--- src/rtl/uart_pack_ack_tx.sv ---
// Echoes each received field set back to the host as a 9-byte 8N1 ack packet:
// HEAD0, HEAD1, A, B[15:8], B[7:0], C[15:8], C[7:0], D, CHK (sum of the six field bytes).
module uart_pack_ack_tx #(
  parameter int unsigned CLK_FREQ = 50_000_000,
  parameter int unsigned UART_BPS = 115200,
  parameter logic [7:0]  HEAD0    = 8'h55,
  parameter logic [7:0]  HEAD1    = 8'hAA
) (
  input  logic        sys_clk,
  input  logic        sys_rst_n,
  input  logic        recv_done,
  input  logic [7:0]  dataA,
  input  logic [15:0] dataB,
  input  logic [15:0] dataC,
  input  logic [7:0]  dataD,
  output logic        uart_txd,
  output logic        tx_busy,
  output logic        ack_done
);

  localparam int unsigned BPS_CNT = CLK_FREQ / UART_BPS;
  localparam int unsigned CntW    = (BPS_CNT > 1) ? $clog2(BPS_CNT) : 1;
  localparam logic [CntW-1:0] CntMax = CntW'(BPS_CNT - 1);

  typedef enum logic [1:0] {StIdle, StStart, StData, StStop} state_e;

  state_e          state_q;
  logic [CntW-1:0] cnt_q;
  logic [2:0]      bit_idx_q;
  logic [3:0]      byte_idx_q;
  logic [7:0]      a_q, d_q, chk_q;
  logic [15:0]     b_q, c_q;
  logic            txd_q, busy_q, ack_q;

  logic [7:0] chk_in;
  logic [7:0] cur_byte;
  logic [2:0] bit_nxt;
  logic       bit_end;

  // 8-bit wrap is intentional: the checksum is the sum mod 256.
  always_comb begin
    chk_in = dataA + dataB[15:8] + dataB[7:0] + dataC[15:8] + dataC[7:0] + dataD;
  end

  always_comb begin
    cur_byte = HEAD0;
    case (byte_idx_q)
      4'd0:    cur_byte = HEAD0;
      4'd1:    cur_byte = HEAD1;
      4'd2:    cur_byte = a_q;
      4'd3:    cur_byte = b_q[15:8];
      4'd4:    cur_byte = b_q[7:0];
      4'd5:    cur_byte = c_q[15:8];
      4'd6:    cur_byte = c_q[7:0];
      4'd7:    cur_byte = d_q;
      4'd8:    cur_byte = chk_q;
      default: cur_byte = HEAD0;
    endcase
  end

  assign bit_nxt = bit_idx_q + 3'd1;
  assign bit_end = (cnt_q == CntMax);

  always_ff @(posedge sys_clk or negedge sys_rst_n) begin
    if (!sys_rst_n) begin
      state_q    <= StIdle;
      cnt_q      <= '0;
      bit_idx_q  <= '0;
      byte_idx_q <= '0;
      a_q        <= '0;
      b_q        <= '0;
      c_q        <= '0;
      d_q        <= '0;
      chk_q      <= '0;
      txd_q      <= 1'b1;
      busy_q     <= 1'b0;
      ack_q      <= 1'b0;
    end else begin
      ack_q <= 1'b0;
      unique case (state_q)
        StIdle: begin
          txd_q  <= 1'b1;
          busy_q <= 1'b0;
          // A pulse coinciding with ack_done is dropped; only a later IDLE sample starts a packet.
          if (recv_done && !ack_q) begin
            a_q        <= dataA;
            b_q        <= dataB;
            c_q        <= dataC;
            d_q        <= dataD;
            chk_q      <= chk_in;
            byte_idx_q <= '0;
            bit_idx_q  <= '0;
            cnt_q      <= '0;
            txd_q      <= 1'b0;
            busy_q     <= 1'b1;
            state_q    <= StStart;
          end
        end
        StStart: begin
          if (bit_end) begin
            cnt_q     <= '0;
            bit_idx_q <= '0;
            txd_q     <= cur_byte[0];
            state_q   <= StData;
          end else begin
            cnt_q <= cnt_q + 1'b1;
          end
        end
        StData: begin
          if (bit_end) begin
            cnt_q <= '0;
            if (bit_idx_q == 3'd7) begin
              txd_q   <= 1'b1;
              state_q <= StStop;
            end else begin
              bit_idx_q <= bit_nxt;
              txd_q     <= cur_byte[bit_nxt];
            end
          end else begin
            cnt_q <= cnt_q + 1'b1;
          end
        end
        StStop: begin
          if (bit_end) begin
            cnt_q <= '0;
            if (byte_idx_q < 4'd8) begin
              byte_idx_q <= byte_idx_q + 4'd1;
              txd_q      <= 1'b0;
              state_q    <= StStart;
            end else begin
              txd_q   <= 1'b1;
              busy_q  <= 1'b0;
              ack_q   <= 1'b1;
              state_q <= StIdle;
            end
          end else begin
            cnt_q <= cnt_q + 1'b1;
          end
        end
      endcase
    end
  end

  assign uart_txd = txd_q;
  assign tx_busy  = busy_q;
  assign ack_done = ack_q;

endmodule
--- config.mk ---
export PLATFORM = sky130hd
export DESIGN_NAME = uart_pack_ack_tx
export DESIGN_NICKNAME = d
export VERILOG_FILES = /design/src/rtl/uart_pack_ack_tx.sv
export SDC_FILE = /design/constraint.sdc
export NUM_CORES = 1
export LEC_CHECK = 0
export ABC_AREA = 1
export CORE_MARGIN = 1.5
export CORE_UTILIZATION = 30
export CTS_CLUSTER_SIZE = 20
export DETAILED_ROUTE_END_ITERATION = 10
export GPL_ROUTABILITY_DRIVEN = 0
export MAX_ROUTING_LAYER = met4
export PLACE_DENSITY_LB_ADDON = 0.05
export SYNTH_ARGS = -nofsm -noshare
export SYNTH_HDL_FRONTEND = slang
export SYNTH_SLANG_ARGS = --single-unit
--- constraint.sdc ---
create_clock -name sys_clk -period 1.55 [get_ports sys_clk]
set_input_delay 0.31 -clock sys_clk [delete_from_list [all_inputs] [get_ports sys_clk]]
set_output_delay 0.31 -clock sys_clk [all_outputs]
set_load 0.005 [all_outputs]
==> metrics.md, run 1 <==
| Metric | Value |
|---|---|
| Outcome | complete, but fails checks |
| Failing checks | negative hold slack, negative setup slack |
| Register share of total power | 26.1% |
| Max incr delay on CP | roughly 0.54 ns |
| Cell Rows | 47 |
| WL final | approximately 15000 µm |
| Pint | ~7900 µW |
| Maximum fanout along the worst path | 3 |
| Syn Area/Cell | 7.94 µm² |
| Proportion of layout cells with a drive suffix above 1 | between 40% and 50% |
| Final Util | between 40% and 50% |
| Hold Vio Cnt, Final | 25 |
| DR iter-0 viols | between 100 and 150 |
| Yosys top cell area share | a little under two fifths |
| Worst Skew | approximately 0.0061 ns |
| Worst path buffer plus inverter count | 7 |
| Synth area leaders | dfrtp_1 38%, nand2_1 15%, fa_1 11%, inv_1 8.0%, ha_1 4.7% |
| YS warnings | 0 |
| Ys async rst share | 100% |
| Max Transition Viols Final | 0 |
| Die Area | 17500 µm² |
| Slowest-stage cell, CP | fa_1 |
| Core box area | 16500 µm² |
| Sw power | roughly 5600 µW |
| DR WL/cell | between 10 and 15 µm |
| First-pass GRT wire length | between 20000 and 25000 µm |
| WHS | -0.0420 ns |
| Via Count | approximately 4600 |
| Largest net degree at the start of global routing | 78 |
| Sw Ratio | between 40% and 50% |
| Count of max-cap constraint violations | 0 |
| Routed vias/inst | 4.41 |
| Global route total overflow | 0 |
| Max IR drop VDD | roughly 0.72 mV |
| Vias in the first global route | between 4000 and 5000 |
| Commonest cells after routing, fill and taps aside | 178 x nand2_1, 109 x buf_4, 74 x dfrtp_1, 51 x inv_2, 47 x inv_1 |
| Total CTS buffers | 9 |
| Metal-1 WL | between 6000 and 7000 µm |
| Starting Density | 30.4% |
| Area leader, netlist | dfrtp_1 |
| Clock share of power | 16.3% |
| Metal3 WL | 443 µm |
| Pre-CTS setup slack | -2.34 ns |
| Crit-path cells | buf_6, inv_4, fa_1, inv_2, fa_1, inv_1, fa_1, inv_2, ha_4, a21oi_2, inv_2, a31oi_4, nor2_2, nor2_1, inv_1, a21oi_2, nand2_1, nand3_2, nand2_1 |
| Yosys cell types | 36 |
| CTS clk-pin slew, worst paths | roughly 0.060 ns |
| Final setup viols | 9 |
| CP delay by family, top | adder cells |
| Commonest non-fill, non-tap cell in the layout | nand2_1 |
| Reg2Reg Setup Slack | -0.33 ns |
| Crit path DAT | between 3 and 4 ns |
| Final ANT Viol Nets | 0 |
| RSZ-0062 raised after global routing | true |
| Tcrit/Tclk final | 191% |
| Antenna Cells | 0 |
| Comb pwr share | about 58% |
| DIE WIDTH | approximately 130 µm |
| Worst Setup Start Kind | input port |
| Sequential Area | just under 2000 µm² |
| Data required time of the critical path | 1.78 ns |
| # DRC | 0 |
| Bufs on Longest Clock Path | 2 |
| Cell area after synthesis | approximately 5000 µm² |
| R2R Path Start | byte_idx_q[1] |
| CTS Root Cell | clkbuf_16 |
| Sequential fraction of the synthesis area | between 30 and 40% |
| Initial antenna violation count | 0 |
| Crit path to | chk_q[7] |
| CP startpoint | dataB[12] |
| WP depth | 19 |
| Footprint of the multi-input gates | between 3000 and 4000 µm² |
| R2R depth | 17 |
| Flops & latches, synth | between 70 and 80 |
| I/O pin cnt | 54 |
| Layout fillers | 1663 |
| Worst-margin pin slew | 0.479 ns |
| Clk Latency, worst-skew pair | roughly 0.34 ns |
| Leakage | 0.00387 µW |
| Setup CP Type | input port to register |
| Final min period | ~3.0 ns |
| CTS tree | done |
| Met2 WL post-DR | about 8000 µm |
| NumNets Final | 910 |
| H-tree depth | 3 |
| Worst setup margin | -1.42 ns |
| Power density cells | ~1800 nW/µm² |
| Total GRT Usage | 18.7% |
| DR pass1 iterations | 4 |
| Die height | about 130 µm |
| RR Endpoint | uart_txd |
| Uppermost routed layer | met4 |
| Mapped Cells | approximately 630 |
| Hpwl dp | around 11000 µm |
| FMAX | approximately 340 MHz |
| EDFF count, synth | 0 |
| CP endpoint kind | register |
| Worst min path class | input port to async pin |
| Slew headroom | roughly two thirds |
| IO Port Bufs | between 50 and 60 |
| Most used DFF post-synth | dfrtp_1 |
| Area Overhead vs Synth | 53.1% |
| Clock Sinks | between 70 and 80 |
| Synthesized Nets | ~730 |
metrics by stage:
step	hold slack [ns]	cell area [µm²]	power, µW	instances	TNS, ns
global route	0.0261	7670	14600	1036	-9.50
global placement	0.375	6580	9660	982	-27.31
floorplan	0.0144	5130	7100	631	-8.16
finish	-0.0420	7670	13500	1036	-7.54
detailed placement	0.376	6580	9730	982	-27.60
CTS	0.0121	7350	12800	1033	-9.04
timing repair:
action	CTS	global route
pin swaps	70	53
endpoints found under the setup margin	60	63
gates cloned	0	4
resized for setup	225	82
hold buffers	0	0
buffers inserted	50	10
worst min-delay path by stage:
| stage | depth (start not counted) | startpoint | slack, ns | to |
|---|---|---|---|---|
| 2_1_floorplan | 0 | sys_rst_n | 0.01 | a_q[0] |
| 3_3_place_gp | 2 | sys_rst_n | 0.37 | cnt_q[8] |
| 3_5_place_dp | 2 | sys_rst_n | 0.38 | cnt_q[8] |
| 4_1_cts | 2 | sys_rst_n | 0.01 | cnt_q[8] |
| 5_1_grt | 2 | sys_rst_n | 0.03 | cnt_q[2] |
| 6_report | 2 | sys_rst_n | -0.04 | cnt_q[2] |
synth_stat cells, types with 3 or more instances:
cell type,number
nand2_1,194
inv_1,107
dfrtp_1,76
o21ai_0,43
nor2_1,34
nand3_1,30
fa_1,27
ha_1,19
a21oi_1,12
nand4_1,10
clkbuf_1,8
nor2_2,7
o21ai_1,7
xnor2_1,6
buf_2,5
xor2_1,5
buf_6,4
inv_2,4
nand2_2,4
nor2_4,4
nor3_1,3
nor3b_1,3
o22ai_1,3
sequential cells by signal, indices dropped and copies added (netlist names):
name	cells
b_q	16
uart_txd	1
bit_idx_q	3
a_q	8
cnt_q	9
byte_idx_q	4
d_q	8
ack_done	1
chk_q	8
tx_busy	1
c_q	16
state_q	2
area by class of cell:
| class | instances | share of cell area (%) |
|---|---|---|
| clock buffers | 13 | 3.53 |
| clock inverters | 1 | 0.392 |
| inverters | 113 | 6.22 |
| multi-input cells | 424 | 39.5 |
| flip-flops and latches | 77 | 25.2 |
| well taps | 220 | 3.59 |
| repair buffers | 188 | 21.6 |
power by group through the flow:
stage / sequential [µW] / clock [µW] / combinational, µW
floorplan: 3280 / 0 / 3830
global placement: 3500 / 0 / 6170
detailed placement: 3500 / 0 / 6220
CTS: 3500 / 2260 / 6990
global route: 3620 / 2320 / 8620
finish: 3510 / 2200 / 7760
metal layers:
layer	track usage, %	vias up
li1	-	2306
met1	21.3	2166
met2	32.3	71
met3	2.65	26
met4	8.97	0
met5	-	-
kinds of logic after synthesis:
| logic type | share of synthesized area, % |
|---|---|
| compound gates | 7.34 |
| xor+xnor | 1.92 |
| fa+ha+maj | 15.5 |
| buf+inv | 10.6 |
| flops | 38.5 |
| simple gates | 26.1 |
Power figures use the tool's default switching activity.
==> run 2, diff against run 1 <==
Settings changed: CORE_MARGIN 1.5 to unset, SLEW_MARGIN set to 20.
==> run 2 against run 1 <==
  * Worst setup slack worse by 0.059 ns
  * Wire length fell by 8.3%
  * Clock power hardly changed
  * Largest power group unchanged
  * The flow finishes with violations (negative setup slack)
  * Hold slack improved by 0.23 ns
  * Utilization shrank 0.98 points
  * Combinational power down 7.5%
==> metrics.md, run 2 (synthesis results as in run 1) <==
| Metric | Value |
|---|---|
| Area Overhead vs Synth | 46.6% (was 53.1%) |
| CTS tree | done (unchanged) |
| Proportion of layout cells with a drive suffix above 1 | 38.0% (was 42.3%) |
| Crit path DAT | 3.31 ns (was 3.20 ns) |
| Reg2Reg Setup Slack | -0.31 ns (was -0.33 ns) |
| DR iter-0 viols | 188 (was 144) |
| CTS Root Cell | clkbuf_16 (unchanged) |
| Final ANT Viol Nets | 0 (unchanged) |
| Max Transition Viols Final | 0 (unchanged) |
| IO Port Bufs | 53 (unchanged) |
| WHS | 0.187 ns (was -0.0420 ns) |
| Worst setup margin | -1.48 ns (was -1.42 ns) |
| Clk Latency, worst-skew pair | 0.35 ns (was 0.34 ns) |
| RR Endpoint | uart_txd (unchanged) |
| Core box area | 16100 µm² (was 16500 µm²) |
| Hpwl dp | 10700 µm (was 10900 µm) |
| I/O pin cnt | 54 (unchanged) |
| Max IR drop VDD | 0.799 mV (was 0.724 mV) |
| R2R depth | 15 (was 17) |
| Area after DPL | 6640 µm² (was 6580 µm²) |
| Most frequent CP cell | inv_2 |
| Crit-path cells | buf_6, inv_4, fa_1, inv_2, fa_1, inv_2, fa_1, inv_2, ha_4, a21oi_2, inv_2, a31oi_4, nor2_2, nor2_1, inv_1, a21oi_2, inv_1, nand2_1, nand3_1, nand2_1 (was buf_6, inv_4, fa_1, inv_2, fa_1, inv_1, fa_1, inv_2, ha_4, a21oi_2, inv_2, a31oi_4, nor2_2, nor2_1, inv_1, a21oi_2, nand2_1, nand3_2, nand2_1) |
| Bufs on Longest Clock Path | 2 (unchanged) |
| Power density cells | 1750 nW/µm² (was 1760 nW/µm²) |
| Worst min path class | input port to register (was input port to async pin) |
| Max incr delay on CP | 0.56 ns (was 0.54 ns) |
| Setup CP Type | input port to register (unchanged) |
| Tcrit/Tclk final | 195% (was 191%) |
| Total GRT Usage | 17.9% (was 18.7%) |
| Final setup viols | 9 (unchanged) |
| Die height | 131 µm (was 132 µm) |
| Starting Density | 31.1% (was 30.4%) |
| Slew headroom | 80.6% (was 68.1%) |
| Total negative setup slack | -7.43 ns (was -7.54 ns) |
| Failing checks | negative setup slack (was negative hold slack, negative setup slack) |
| DR WL/cell | 13.7 µm (was 14.7 µm) |
| FMAX | 330 MHz (was 337 MHz) |
| Data required time of the critical path | 1.83 ns (was 1.78 ns) |
| Worst-margin pin slew | 0.292 ns (was 0.479 ns) |
| Vias in the first global route | 4603 (was 4822) |
| Cell area after layout | 7340 µm² (was 7670 µm²) |
| RSZ-0062 raised after global routing | true (unchanged) |
| Hold Vio Cnt, Final | 0 (was 25) |
| Pwr Total | 12900 µW (was 13500 µW) |
| Leakage | 0.00371 µW (was 0.00387 µW) |
| H-tree depth | 3 (unchanged) |
| WHS Path Cells | 3 |
| Initial antenna violation count | 0 (unchanged) |
| Outcome | complete, but fails checks (unchanged) |
| Hold EP | d_q[1] |
| Global route total overflow | 0 (unchanged) |
| Via Count | 4445 (was 4569) |
| NumNets Final | 892 (was 910) |
| DIE WIDTH | 131 µm (was 132 µm) |
| Routed vias/inst | 4.38 (was 4.41) |
| Die Area | 17200 µm² (was 17500 µm²) |
| # DRC | 0 (unchanged) |
| Final min period | 3.03 ns (was 2.97 ns) |
| Total CTS buffers | 9 (unchanged) |
| DR pass1 iterations | 4 (unchanged) |
| Cell Rows | 46 (was 47) |
| Worst Setup Start Kind | input port (unchanged) |
| First-pass GRT wire length | 23300 µm (was 24400 µm) |
| Top flop regs | b_q x16, c_q x16, cnt_q x9 (unchanged) |
| CTS clk-pin slew, worst paths | 0.05 ns (was 0.06 ns) |
| Worst Skew | 0.00753 ns (was 0.00611 ns) |
| R2R Path Start | byte_idx_q[0] (was byte_idx_q[1]) |
| Worst hold path startpoint | dataD[1] |
| Slowest-stage cell, CP | fa_1 (unchanged) |
| Count of max-cap constraint violations | 0 (unchanged) |
| Commonest non-fill, non-tap cell in the layout | nand2_1 (unchanged) |
| Maximum fanout along the worst path | 2 (was 3) |
| Largest net degree at the start of global routing | 51 (was 78) |
| Clock Sinks | 77 (unchanged) |
| Commonest cells after routing, fill and taps aside | 188 x nand2_1, 106 x buf_4, 74 x dfrtp_1, 57 x inv_2, 44 x inv_1 (was 178 x nand2_1, 109 x buf_4, 74 x dfrtp_1, 51 x inv_2, 47 x inv_1) |
| Layout fillers | 1615 (was 1663) |
| Antenna Cells | 0 (unchanged) |
| WL final | 13900 µm (was 15200 µm) |
| CP endpoint kind | register (unchanged) |
-- run 2: how the worst max path moves through the flow --
| stage | startpoint | to | slack, ns | depth (start not counted) |
|---|---|---|---|---|
| 2_1_floorplan | dataD[4] | chk_q[7] | -1.63 | 18 |
| 3_3_place_gp | dataD[4] | chk_q[7] | -2.31 | 20 |
| 3_5_place_dp | dataD[4] | chk_q[7] | -2.31 | 20 |
| 4_1_cts | dataA[4] | chk_q[7] | -1.47 | 19 |
| 5_1_grt | dataA[3] | chk_q[7] | -1.65 | 20 |
| 6_report | dataB[12] | chk_q[7] | -1.48 | 20 |
-- run 2: per-stage QoR --
stage / worst slack, ns / utilization, % / std cells
floorplan: -1.63 / - / 631
global placement: -2.31 / 41.2 / 981
detailed placement: -2.31 / 41.2 / 981
CTS: -1.47 / 43.7 / 1006
global route: -1.65 / 45.6 / 1016
finish: -1.48 / 45.6 / 1016
-- run 2: area by class of cell --
class	count	area, µm²	share of cell area (%)
multi-input cells	424	2910	39.7
flip-flops and latches	77	1930	26.3
repair buffers	170	1450	19.7
inverters	113	472	6.42
clock buffers	13	270	3.68
well taps	216	270	3.68
clock inverters	3	42.5	0.579
-- run 2: critical path: cells and delay by family --
family / cells / cell delay, ns
AND/OR/NAND/NOR: 5 / 0.35
adder cells (fa/ha/maj): 4 / 1.82
buffers and inverters: 8 / 0.39
AO/OA/AOI/OAI: 3 / 0.44
-- run 2: power breakdown --
group          internal [µW]  switching, µW
logic                   3390           3790
registers               2880            584
clock network           1380            843
-- run 2: metal layers --
metal | track usage, % | part of all wire [%]
met1 | 22.6 | 47
met2 | 28.8 | 49
met3 | 3.94 | 3.0
met4 | 4.84 | 1.4
met5 | - | 0
-- run 2: what timing repair did --
item,in CTS,in global routing
setup endpoints to repair,32,43
endpoints found under the hold margin,18,0
hold buffers,1,0
buffers inserted,8,10
pin swaps,52,37
gates resized for setup,182,72
